[src/rtl/ram_port_ctrl_pkg.sv]
// Shared definitions for the dual-port RAM front-end: geometry defaults common
// with the RAM macro and the same-address hazard helper.
package ram_port_ctrl_pkg;

    localparam int RAM_ADDR_W = 8;
    localparam int RAM_DATA_W = 8;

    // A fetch read colliding with a same-cycle store must wait so it observes the new data.
    function automatic logic fetch_store_clash(
        input logic st_acc,
        input logic [RAM_ADDR_W-1:0] fe_addr,
        input logic [RAM_ADDR_W-1:0] ls_addr
    );
        return st_acc & (fe_addr == ls_addr);
    endfunction

endpackage

[src/rtl/ram_port_ctrl_if.sv]
// Fetch / load-store request-response buses plus the RAM-side connection.
interface ram_port_ctrl_if
    import ram_port_ctrl_pkg::*;
#(
    parameter int ADDR_W = RAM_ADDR_W,
    parameter int DATA_W = RAM_DATA_W
);
    logic              fe_req_valid;
    logic              fe_req_ready;
    logic [ADDR_W-1:0] fe_req_addr;
    logic              fe_rsp_valid;
    logic              fe_rsp_ready;
    logic [DATA_W-1:0] fe_rsp_data;

    logic              ls_req_valid;
    logic              ls_req_ready;
    logic              ls_req_we;
    logic [ADDR_W-1:0] ls_req_addr;
    logic [DATA_W-1:0] ls_req_wdata;
    logic              ls_rsp_valid;
    logic              ls_rsp_ready;
    logic [DATA_W-1:0] ls_rsp_data;

    logic [ADDR_W-1:0] ram_addr1;
    logic [ADDR_W-1:0] ram_addr2;
    logic              ram_we;
    logic [DATA_W-1:0] ram_wdata;
    logic [DATA_W-1:0] ram_dout1;
    logic [DATA_W-1:0] ram_dout2;

    modport slave (
        input  fe_req_valid, fe_req_addr, fe_rsp_ready,
        input  ls_req_valid, ls_req_we, ls_req_addr, ls_req_wdata, ls_rsp_ready,
        input  ram_dout1, ram_dout2,
        output fe_req_ready, fe_rsp_valid, fe_rsp_data,
        output ls_req_ready, ls_rsp_valid, ls_rsp_data,
        output ram_addr1, ram_addr2, ram_we, ram_wdata
    );

    modport master (
        output fe_req_valid, fe_req_addr, fe_rsp_ready,
        output ls_req_valid, ls_req_we, ls_req_addr, ls_req_wdata, ls_rsp_ready,
        output ram_dout1, ram_dout2,
        input  fe_req_ready, fe_rsp_valid, fe_rsp_data,
        input  ls_req_ready, ls_rsp_valid, ls_rsp_data,
        input  ram_addr1, ram_addr2, ram_we, ram_wdata
    );

endinterface

[src/rtl/ram_rsp_slot.sv]
// Per-port response slot: tracks a read issued last cycle and parks its data
// in a single-entry hold register when the consumer back-pressures.
module ram_rsp_slot
    import ram_port_ctrl_pkg::*;
#(
    parameter int DATA_W = RAM_DATA_W
) (
    input  logic              clk,
    input  logic              rst,
    input  logic              issue_i,
    input  logic              rsp_ready_i,
    input  logic [DATA_W-1:0] ram_dout_i,
    output logic              rsp_valid_o,
    output logic [DATA_W-1:0] rsp_data_o,
    output logic              req_ready_o
);

    logic              inflight_q, inflight_d;
    logic              hold_v_q, hold_v_d;
    logic [DATA_W-1:0] hold_q, hold_d;

    // Next-state: RAM data is only valid for one cycle, so capture it if it cannot leave now.
    always_comb begin
        inflight_d = issue_i;
        hold_v_d   = hold_v_q;
        hold_d     = hold_q;
        if (inflight_q && !rsp_ready_i) begin
            hold_v_d = 1'b1;
            hold_d   = ram_dout_i;
        end else if (hold_v_q && rsp_ready_i) begin
            hold_v_d = 1'b0;
        end else begin
            hold_v_d = hold_v_q;
        end
    end

    // Slot state registers.
    always_ff @(posedge clk) begin
        if (rst) begin
            inflight_q <= 1'b0;
            hold_v_q   <= 1'b0;
            hold_q     <= {DATA_W{1'b0}};
        end else begin
            inflight_q <= inflight_d;
            hold_v_q   <= hold_v_d;
            hold_q     <= hold_d;
        end
    end

    // Response and back-pressure outputs, forced quiet while in reset.
    always_comb begin
        if (rst) begin
            rsp_valid_o = 1'b0;
            rsp_data_o  = {DATA_W{1'b0}};
            req_ready_o = 1'b0;
        end else begin
            rsp_valid_o = inflight_q | hold_v_q;
            if (hold_v_q) begin
                rsp_data_o = hold_q;
            end else if (inflight_q) begin
                rsp_data_o = ram_dout_i;
            end else begin
                rsp_data_o = {DATA_W{1'b0}};
            end
            req_ready_o = ~hold_v_q & ~(inflight_q & ~rsp_ready_i);
        end
    end

endmodule

[src/rtl/ram_port_ctrl.sv]
// Two-port RAM front-end: fetch reads on port 1, loads/stores on port 2, with
// one-cycle read latency and per-port response hold.
module ram_port_ctrl
    import ram_port_ctrl_pkg::*;
#(
    parameter int ADDR_W = RAM_ADDR_W,
    parameter int DATA_W = RAM_DATA_W
) (
    input  logic            clk,
    input  logic            rst,
    ram_port_ctrl_if.slave  bus
);

    logic              fe_slot_rdy_s, ls_slot_rdy_s;
    logic              fe_acc_s, ls_acc_s, st_acc_s, ld_acc_s, clash_s;
    logic              fe_rsp_valid_s, ls_rsp_valid_s;
    logic [DATA_W-1:0] fe_rsp_data_s, ls_rsp_data_s;
    logic [ADDR_W-1:0] addr1_q, addr1_d, addr2_q, addr2_d;

    assign st_acc_s = bus.ls_req_valid & bus.ls_req_we & bus.ls_req_ready;
    assign clash_s  = fetch_store_clash(st_acc_s, bus.fe_req_addr, bus.ls_req_addr);

    assign bus.fe_req_ready = ~rst & fe_slot_rdy_s & ~clash_s;
    assign bus.ls_req_ready = ~rst & ls_slot_rdy_s;
    assign fe_acc_s = bus.fe_req_valid & bus.fe_req_ready;
    assign ls_acc_s = bus.ls_req_valid & bus.ls_req_ready;
    assign ld_acc_s = ls_acc_s & ~bus.ls_req_we;

    // The accepted address is presented in the acceptance cycle and held afterwards.
    always_comb begin
        addr1_d = fe_acc_s ? bus.fe_req_addr : addr1_q;
        addr2_d = ls_acc_s ? bus.ls_req_addr : addr2_q;
        if (rst) begin
            bus.ram_addr1 = {ADDR_W{1'b0}};
            bus.ram_addr2 = {ADDR_W{1'b0}};
            bus.ram_we    = 1'b0;
            bus.ram_wdata = {DATA_W{1'b0}};
        end else begin
            bus.ram_addr1 = addr1_d;
            bus.ram_addr2 = addr2_d;
            bus.ram_we    = st_acc_s;
            bus.ram_wdata = st_acc_s ? bus.ls_req_wdata : {DATA_W{1'b0}};
        end
    end

    // Last-issued address registers.
    always_ff @(posedge clk) begin
        if (rst) begin
            addr1_q <= {ADDR_W{1'b0}};
            addr2_q <= {ADDR_W{1'b0}};
        end else begin
            addr1_q <= addr1_d;
            addr2_q <= addr2_d;
        end
    end

    ram_rsp_slot #(.DATA_W(DATA_W)) u_fe_slot (
        .clk         (clk),
        .rst         (rst),
        .issue_i     (fe_acc_s),
        .rsp_ready_i (bus.fe_rsp_ready),
        .ram_dout_i  (bus.ram_dout1),
        .rsp_valid_o (fe_rsp_valid_s),
        .rsp_data_o  (fe_rsp_data_s),
        .req_ready_o (fe_slot_rdy_s)
    );

    // Stores never occupy the load/store slot, so only loads produce a response.
    ram_rsp_slot #(.DATA_W(DATA_W)) u_ls_slot (
        .clk         (clk),
        .rst         (rst),
        .issue_i     (ld_acc_s),
        .rsp_ready_i (bus.ls_rsp_ready),
        .ram_dout_i  (bus.ram_dout2),
        .rsp_valid_o (ls_rsp_valid_s),
        .rsp_data_o  (ls_rsp_data_s),
        .req_ready_o (ls_slot_rdy_s)
    );

    assign bus.fe_rsp_valid = fe_rsp_valid_s;
    assign bus.fe_rsp_data  = fe_rsp_data_s;
    assign bus.ls_rsp_valid = ls_rsp_valid_s;
    assign bus.ls_rsp_data  = ls_rsp_data_s;

endmodule

[src/flat_wrapper.sv]
// flat-port wrapper written by rule: the top's interface ports become plain ports
module ram_port_ctrl_flat import ram_port_ctrl_pkg::*;
#(
    parameter int ADDR_W = RAM_ADDR_W,
    parameter int DATA_W = RAM_DATA_W
)
  (clk, rst, bus_fe_req_valid, bus_fe_req_addr, bus_fe_rsp_ready, bus_ls_req_valid, bus_ls_req_we, bus_ls_req_addr, bus_ls_req_wdata, bus_ls_rsp_ready, bus_ram_dout1, bus_ram_dout2, bus_fe_req_ready, bus_fe_rsp_valid, bus_fe_rsp_data, bus_ls_req_ready, bus_ls_rsp_valid, bus_ls_rsp_data, bus_ram_addr1, bus_ram_addr2, bus_ram_we, bus_ram_wdata);
  ram_port_ctrl_if #(.ADDR_W(ADDR_W), .DATA_W(DATA_W)) bus_i ();
  input  logic clk;
  input  logic rst;
  input wire logic [$bits(bus_i.fe_req_valid)-1:0] bus_fe_req_valid;
  input wire logic [$bits(bus_i.fe_req_addr)-1:0] bus_fe_req_addr;
  input wire logic [$bits(bus_i.fe_rsp_ready)-1:0] bus_fe_rsp_ready;
  input wire logic [$bits(bus_i.ls_req_valid)-1:0] bus_ls_req_valid;
  input wire logic [$bits(bus_i.ls_req_we)-1:0] bus_ls_req_we;
  input wire logic [$bits(bus_i.ls_req_addr)-1:0] bus_ls_req_addr;
  input wire logic [$bits(bus_i.ls_req_wdata)-1:0] bus_ls_req_wdata;
  input wire logic [$bits(bus_i.ls_rsp_ready)-1:0] bus_ls_rsp_ready;
  input wire logic [$bits(bus_i.ram_dout1)-1:0] bus_ram_dout1;
  input wire logic [$bits(bus_i.ram_dout2)-1:0] bus_ram_dout2;
  output wire logic [$bits(bus_i.fe_req_ready)-1:0] bus_fe_req_ready;
  output wire logic [$bits(bus_i.fe_rsp_valid)-1:0] bus_fe_rsp_valid;
  output wire logic [$bits(bus_i.fe_rsp_data)-1:0] bus_fe_rsp_data;
  output wire logic [$bits(bus_i.ls_req_ready)-1:0] bus_ls_req_ready;
  output wire logic [$bits(bus_i.ls_rsp_valid)-1:0] bus_ls_rsp_valid;
  output wire logic [$bits(bus_i.ls_rsp_data)-1:0] bus_ls_rsp_data;
  output wire logic [$bits(bus_i.ram_addr1)-1:0] bus_ram_addr1;
  output wire logic [$bits(bus_i.ram_addr2)-1:0] bus_ram_addr2;
  output wire logic [$bits(bus_i.ram_we)-1:0] bus_ram_we;
  output wire logic [$bits(bus_i.ram_wdata)-1:0] bus_ram_wdata;
  assign bus_i.fe_req_valid = bus_fe_req_valid;
  assign bus_i.fe_req_addr = bus_fe_req_addr;
  assign bus_i.fe_rsp_ready = bus_fe_rsp_ready;
  assign bus_i.ls_req_valid = bus_ls_req_valid;
  assign bus_i.ls_req_we = bus_ls_req_we;
  assign bus_i.ls_req_addr = bus_ls_req_addr;
  assign bus_i.ls_req_wdata = bus_ls_req_wdata;
  assign bus_i.ls_rsp_ready = bus_ls_rsp_ready;
  assign bus_i.ram_dout1 = bus_ram_dout1;
  assign bus_i.ram_dout2 = bus_ram_dout2;
  assign bus_fe_req_ready = bus_i.fe_req_ready;
  assign bus_fe_rsp_valid = bus_i.fe_rsp_valid;
  assign bus_fe_rsp_data = bus_i.fe_rsp_data;
  assign bus_ls_req_ready = bus_i.ls_req_ready;
  assign bus_ls_rsp_valid = bus_i.ls_rsp_valid;
  assign bus_ls_rsp_data = bus_i.ls_rsp_data;
  assign bus_ram_addr1 = bus_i.ram_addr1;
  assign bus_ram_addr2 = bus_i.ram_addr2;
  assign bus_ram_we = bus_i.ram_we;
  assign bus_ram_wdata = bus_i.ram_wdata;
  ram_port_ctrl #(.ADDR_W(ADDR_W), .DATA_W(DATA_W)) u_core (.clk(clk), .rst(rst), .bus(bus_i));
endmodule
[config.mk]
export PLATFORM = sky130hd
export DESIGN_NAME = ram_port_ctrl_flat
export DESIGN_NICKNAME = d
export VERILOG_FILES = /design/src/rtl/ram_port_ctrl_pkg.sv /design/src/rtl/ram_port_ctrl_if.sv /design/src/rtl/ram_rsp_slot.sv /design/src/rtl/ram_port_ctrl.sv /design/src/flat_wrapper.sv
export SDC_FILE = /design/constraint.sdc
export NUM_CORES = 1
export LEC_CHECK = 0
export CAP_MARGIN = 20
export CORE_MARGIN = 2
export CORE_UTILIZATION = 62
export DETAILED_ROUTE_END_ITERATION = 8
export DONT_BUFFER_PORTS = 1
export GPL_TIMING_DRIVEN = 0
export PLACE_DENSITY = 0.78
export SYNTH_ARGS = -nofsm -noshare
export SYNTH_HDL_FRONTEND = slang
export SYNTH_SLANG_ARGS = --single-unit
[constraint.sdc]
create_clock -name clk -period 1.8 [get_ports clk]
set_input_delay 0.18 -clock clk [delete_from_list [all_inputs] [get_ports clk]]
set_output_delay 0.18 -clock clk [all_outputs]
set_load 0.02 [all_outputs]
==> flow_summary.json, run 1 <==
{
  "cts_made_buffers": 5,
  "synth_top_family_by_area": "simple AND/OR/NAND/NOR gates",
  "setup_ws_ns": -0.182,
  "crit_chain": "nand2b_1, buf_6, nand4_4, or4_4, nand3_2, a21oi_4",
  "row_count": 19,
  "port-buffer-count": 0,
  "synth_top_flop_cell": "dfxtp_1",
  "track_usage_pct": 30.8,
  "seq_area_sq_um": 727,
  "drt_iter0_drc": 141,
  "worstHoldStart": "bus_fe_req_addr[7]",
  "root_buffer": "clkbuf_4",
  "cts_tree": "done",
  "grt_pass1_wl_um": 7670,
  "grt_pass1_vias": 1764,
  "dp_hpwl_um": 3060,
  "cp_slowest_stage_delay_ns": 0.58,
  "die_w_um": 57.2,
  "failed_checks": "negative setup slack",
  "syn-cell-area_sq_um": 1760,
  "crit_slowest_cell": "or4_4",
  "cpLargestDelayFamily": "simple AND/OR/NAND/NOR gates",
  "path_class": "register to output port",
  "first_pass_iters": 4,
  "start_util_pct": 64.3,
  "n_fill_cell": 99,
  "required_ns": 1.62,
  "synth_adder_area_share_pct": 0,
  "rr_worst_depth": 6,
  "setup_viol": 31,
  "wirelength_um": 5820,
  "synth_simple_gate_area_share_pct": 27.2,
  "die_y_um": 57.2,
  "place_worst_setup_slack_ns": -0.217,
  "r2r_start": "u_core.u_ls_slot.inflight_q$_SDFF_PP0_",
  "crit_arrival_ns": 1.80,
  "relSlewSlack_pct": 25.5,
  "fin_skew_ns": 0.0130,
  "drive_above_1_share_pct": 29.4,
  "synth_seq_cells": 36,
  "antenna_cells": 0,
  "clk_pin_slew_worst_paths_ns": 0.11,
  "worstPathMaxFanout": 5,
  "multi_input_area_sq_um": 1280,
  "p_per_area_nw_per_um2": 648,
  "cap_violations": 0,
  "r2r-end": "u_core.addr1_q[4]$_DFF_P_",
  "crit_path_end_kind": "output port",
  "top_level_ports": 92,
  "core_sq_um": 2730,
  "place_congestion": 0.745,
  "async_flop_share_pct": 0,
  "period_share_pct": 110,
  "hold_depth": 2,
  "area_growth_pct": 44.2,
  "layout.core_utilization_pct": 92.7,
  "final_cell_mix": "nand2_1 (34), dfxtp_1 (33), dlygate4sd3_1 (22)",
  "viasPerCell": 6.19,
  "worst_slew_pin_slew_ns": 1.12,
  "synth_nets": 266,
  "fin_crit_ns": 1.98,
  "timing.fmax_mhz": 505,
  "synthCells": 219,
  "yosysSeqAreaShare_pct": 41.0,
  "synthMuxAreaShare_pct": 9.12,
  "path_buf_inv": 1,
  "synth-compound-area-share_pct": 12.3,
  "final_nets": 302,
  "overflow": 0,
  "fin_area_sq_um": 2530,
  "clock_sinks": 36,
  "fin_setup_tns_ns": -3.24,
  "grt_start_max_net_pins": 11,
  "ys_types": 27,
  "vias": 1769,
  "layout_commonest_cell": "nand2_1",
  "outcome": "finished, violations left",
  "critPathLaunchType": "register",
  "final_antenna_net_count": 0,
  "finalHoldViolations": 0,
  "dpl_cell_area_sq_um": 1870,
  "drv_slew": 0,
  "hp-class": "primary input to register",
  "holdWs_ns": 0.0104,
  "clk_latency_ns": 0.35,
  "synth_edf_count": 0,
  "synth-xor-area-share_pct": 3.99,
  "drc": 0,
  "hold_end": "u_core.addr1_q[7]$_DFF_P_",
  "ir_worst_vdd_v": 0.000677,
  "antenna_found_initial": 0,
  "wl_per_cell_um": 20.3,
  "clk_path_buf_depth": 2,
  "ys_warn_count": 0,
  "dieArea_sq_um": 3280,
  "h-tree-depth": 2,
  "r2r_setup_slack_ns": 0.19,
  "leakage_nw": 0.883,
  "rsz0062_at_grt": "yes",
  "post_synth.cell_area_avg_sq_um": 8.02
}
[through the flow]
step,cells,power [mW]
floorplan,219,1.07
global placement,250,1.10
detailed placement,250,1.11
CTS,278,1.59
global route,286,1.70
finish,286,1.64
[layer usage]
layer,vias to the layer above,share of wire [%],track usage (%)
li1,801,-,-
met1,823,34,32.5
met2,122,54,55.7
met3,23,8.8,11.8
met4,0,3.4,11.0
met5,-,0,0
[cell families (layout without fill, tap and decap cells)]
group,after synthesis,after routing
AND/OR/NAND/NOR,93,94
AO/OA/AOI/OAI,42,42
flip-flops,36,36
buffers and inverters,24,59
multiplexers,16,16
XOR/XNOR,8,8
[worst max-delay path by stage]
stage          slack [ns]                                    from                to  depth (start not counted)
5_1_grt             -0.27  u_core.u_ls_slot.inflight_q$_SDFF_PP0_  bus_ram_addr1[1]                          6
6_report            -0.18  u_core.u_ls_slot.inflight_q$_SDFF_PP0_  bus_ram_addr1[4]                          6
3_3_place_gp        -0.18  u_core.u_ls_slot.inflight_q$_SDFF_PP0_  bus_ram_addr2[7]                          6
2_1_floorplan        0.01  u_core.u_ls_slot.inflight_q$_SDFF_PP0_  bus_ram_addr2[0]                          6
3_5_place_dp        -0.22  u_core.u_ls_slot.inflight_q$_SDFF_PP0_  bus_ram_addr2[0]                          6
4_1_cts             -0.15  u_core.u_ls_slot.inflight_q$_SDFF_PP0_  bus_ram_addr2[6]                          6
[report_power, final]
part	switching [mW]	internal, mW
clock	0.264	0.144
combinational	0.232	0.157
sequential	0.0158	0.831
total	0.512	1.13
[layout make-up]
type	count	share of cell area, %
plain buffers	9	3.31
clock buffers	6	1.63
clock inverters	1	0.198
inverters	11	1.78
multi-input cells	160	50.6
flip-flops and latches	36	28.7
well taps	31	1.53
repair buffers	31	12.0
repair inverters	1	0.296
[state kept, by name, indices dropped and copies added (netlist names)]
name and cells:
u_core.addr1_q 8, u_core.addr2_q 8, u_core.u_fe_slot.hold_q 8, u_core.u_ls_slot.hold_q 8
u_core.u_fe_slot.hold_v_q 1, u_core.u_fe_slot.inflight_q 1, u_core.u_ls_slot.hold_v_q 1, u_core.u_ls_slot.inflight_q 1
[cell usage after synthesis, types with 3 or more instances]
master | number | area [sq um]
a21oi_1 | 24 | 120
and2_1 | 9 | 56.3
buf_2 | 3 | 15.0
clkbuf_1 | 6 | 22.5
dfxtp_1 | 36 | 721
inv_1 | 11 | 41.3
mux2i_1 | 16 | 160
nand2_1 | 36 | 135
nand3_1 | 8 | 40.0
nand3b_1 | 8 | 60.1
nor2_1 | 20 | 75.1
o21ai_0 | 16 | 80.1
xnor2_1 | 8 | 70.1
[timing repair]
item / CTS / global route
endpoints found under the hold margin: 18 / 4
resized for setup: 57 / 31
setup buffers: 5 / 3
hold buffers: 18 / 4
endpoints found under the setup margin: 59 / 41
pin swaps: 16 / 16
cloned: 2 / 1
No activity file was read; power rests on OpenSTA's default activity.
==> run 2, diff against run 1 <==
--- a/config.mk
+++ b/config.mk
@@ -7,11 +7,10 @@
 export LEC_CHECK = 0
 export CAP_MARGIN = 20
 export CORE_MARGIN = 2
-export CORE_UTILIZATION = 62
+export CORE_UTILIZATION = 42
 export DETAILED_ROUTE_END_ITERATION = 8
-export DONT_BUFFER_PORTS = 1
 export GPL_TIMING_DRIVEN = 0
-export PLACE_DENSITY = 0.78
+export PLACE_DENSITY = 0.85
 export SYNTH_ARGS = -nofsm -noshare
 export SYNTH_HDL_FRONTEND = slang
 export SYNTH_SLANG_ARGS = --single-unit
==> constraint.sdc (replaced) <==
create_clock -name clk -period 2.5 [get_ports clk]
set_input_delay 0.25 -clock clk [delete_from_list [all_inputs] [get_ports clk]]
set_output_delay 0.25 -clock clk [all_outputs]
set_load 0.02 [all_outputs]
==> run 2 against run 1 <==
  * The flow now finishes without violations
  * Global-route usage decreased by 10 points
  * Cell count increased by 30%
  * Flip-flop and latch count unchanged
  * Via count increased by 4.3%
  * Setup slack improved by 0.30 ns
  * Critical path depth decreased by 2
==> flow_summary.json, run 2 (same netlist as run 1, synthesis figures left out) <==
{
  "outcome": "complete, no violations",
  "drive_above_1_share_pct": 14.3,
  "grt_pass1_vias": 1708,
  "crit_arrival_ns": 2.13,
  "hold_depth": 2,
  "cts_made_buffers": 5,
  "hp-class": "primary input to register",
  "clock_sinks": 36,
  "first_pass_iters": 6,
  "period_share_pct": 95.4,
  "fin_setup_tns_ns": 0,
  "path_class": "register to output port",
  "p_sw_mw": 0.356,
  "ir_worst_vdd_v": 0.000315,
  "place_congestion": 0.806,
  "drv_slew": 0,
  "worst_slew_pin_slew_ns": 0.739,
  "required_ns": 2.25,
  "finalHoldViolations": 0,
  "p_seq_share_pct": 43.3,
  "leakage_nw": 1.11,
  "p_per_area_nw_per_um2": 494,
  "final_cell_mix": "clkdlybuf4s50_1 (72), dfxtp_1 (36), nand2_1 (35)",
  "drt_iter0_drc": 103,
  "dieArea_sq_um": 4720,
  "layout.core_utilization_pct": 71.0,
  "rr_worst_depth": 7,
  "p_total_mw": 1.40,
  "wl_per_cell_um": 12.7,
  "clk_path_buf_depth": 2,
  "vias": 1845,
  "relSlewSlack_pct": 50.6,
  "top_layer": "met4",
  "critPathLaunchType": "register",
  "hold_end": "u_core.u_ls_slot.hold_v_q$_SDFFE_PP0P_",
  "grt_pass1_wl_um": 7020,
  "route.met3.wl_um": 402,
  "die_y_um": 68.7,
  "fin_crit_ns": 2.38,
  "setup_viol": 0,
  "antenna_cells": 0,
  "final_antenna_net_count": 0,
  "area_growth_pct": 61.6,
  "start_util_pct": 43.9,
  "r2r-end": "u_core.addr1_q[1]$_DFF_P_",
  "root_buffer": "clkbuf_8",
  "combPwrFrac_pct": 21.1,
  "wl_met2_um": 2390,
  "finalNonFillerCells": 371,
  "rsz0062_at_grt": "no",
  "r2r_setup_slack_ns": 0.79,
  "dp.cells": 359,
  "die_w_um": 68.7,
  "overflow": 0,
  "fin_skew_ns": 0.00399,
  "viasPerCell": 4.97,
  "track_usage_pct": 20.4,
  "top_level_ports": 92,
  "cap_violations": 0,
  "met1_length_um": 1860,
  "worstPathMaxFanout": 10,
  "worstHoldStart": "bus_ls_rsp_ready",
  "wirelength_um": 4730,
  "row_count": 23,
  "layout_commonest_cell": "clkdlybuf4s50_1",
  "internal_power_mw": 1.05,
  "port-buffer-count": 90,
  "crit_path_end_kind": "output port",
  "h-tree-depth": 2,
  "holdWs_ns": 0.185,
  "netSwitchingFraction_pct": 25.4,
  "timing.fmax_mhz": 419,
  "grt_start_max_net_pins": 12,
  "p_clk_share_pct": 35.5,
  "clk_pin_slew_worst_paths_ns": 0.07,
  "antenna_found_initial": 0,
  "final_nets": 367,
  "core_sq_um": 4000,
  "clk_latency_ns": 0.29,
  "r2r_start": "u_core.u_ls_slot.inflight_q$_SDFF_PP0_",
  "drc": 0,
  "cts_tree": "done",
  "hold_buffers": 0,
  "dp_hpwl_um": 3560
}
[run 2: worst max-delay path by stage]
| stage | from | end | slack [ns] | cells past startpoint |
|---|---|---|---|---|
| final | u_core.u_fe_slot.hold_v_q$_SDFFE_PP0P_ | bus_fe_rsp_data[2] | 0.12 | 4 |
| after global routing | bus_fe_rsp_ready | bus_ram_addr1[1] | 0.005 | 8 |
| after CTS | bus_ls_rsp_ready | bus_fe_req_ready | 0.004 | 8 |
| after detailed placement | bus_ls_rsp_ready | bus_ram_addr2[4] | -0.45 | 8 |
| after global placement | bus_ls_rsp_ready | bus_ram_addr2[0] | -0.46 | 8 |
| after floorplan | u_core.u_ls_slot.inflight_q$_SDFF_PP0_ | bus_ram_addr2[0] | 0.12 | 6 |
[run 2: per-layer routing]
layer,global-route usage [%],vias to the layer above
li1,-,923
met1,21.5,838
met2,38.2,77
met3,5.36,7
met4,8.25,0
met5,0,-
[run 2: power by group through the flow]
| stage | logic (mW) | clock network [mW] | registers (mW) |
|---|---|---|---|
| 4_1_cts | 0.295 | 0.504 | 0.607 |
| 6_report | 0.297 | 0.498 | 0.607 |
| 3_5_place_dp | 0.303 | 0 | 0.620 |
| 2_1_floorplan | 0.141 | 0 | 0.618 |
| 3_3_place_gp | 0.299 | 0 | 0.618 |
| 5_1_grt | 0.320 | 0.527 | 0.609 |
[run 2: through the flow]
step | setup WS (ns) | area (sq um)
6_report | 0.116 | 2840
3_3_place_gp | -0.456 | 2720
2_1_floorplan | 0.116 | 1760
5_1_grt | 0.00531 | 2840
4_1_cts | 0.00435 | 2810
3_5_place_dp | -0.447 | 2720
[run 2: critical path, stage by stage, from the launching register on]
cell and delay, ns:
dfxtp_1 0.30, buf_2 0.21, o21bai_1 0.63, nor2_1 0.13
clkdlybuf4s50_1 0.57
[run 2: cell type report]
| type | instances | area [sq um] |
|---|---|---|
| sequential | 36 | 721 |
| multi-input combinational | 159 | 957 |
| inverter | 11 | 41.3 |
| clock inverter | 2 | 35.0 |
| timing repair buffer | 95 | 881 |
| buffer | 12 | 68.8 |
| clock buffer | 6 | 72.6 |
| fill | 337 | 1160 |
| tap | 50 | 62.6 |
[run 2: what timing repair did]
| item | in CTS | in global routing |
|---|---|---|
| resized for setup | 56 | 23 |
| setup endpoints to repair | 17 | 22 |
| buffers inserted | 2 | 3 |
| gates cloned | 0 | 0 |
| pin swaps | 1 | 0 |
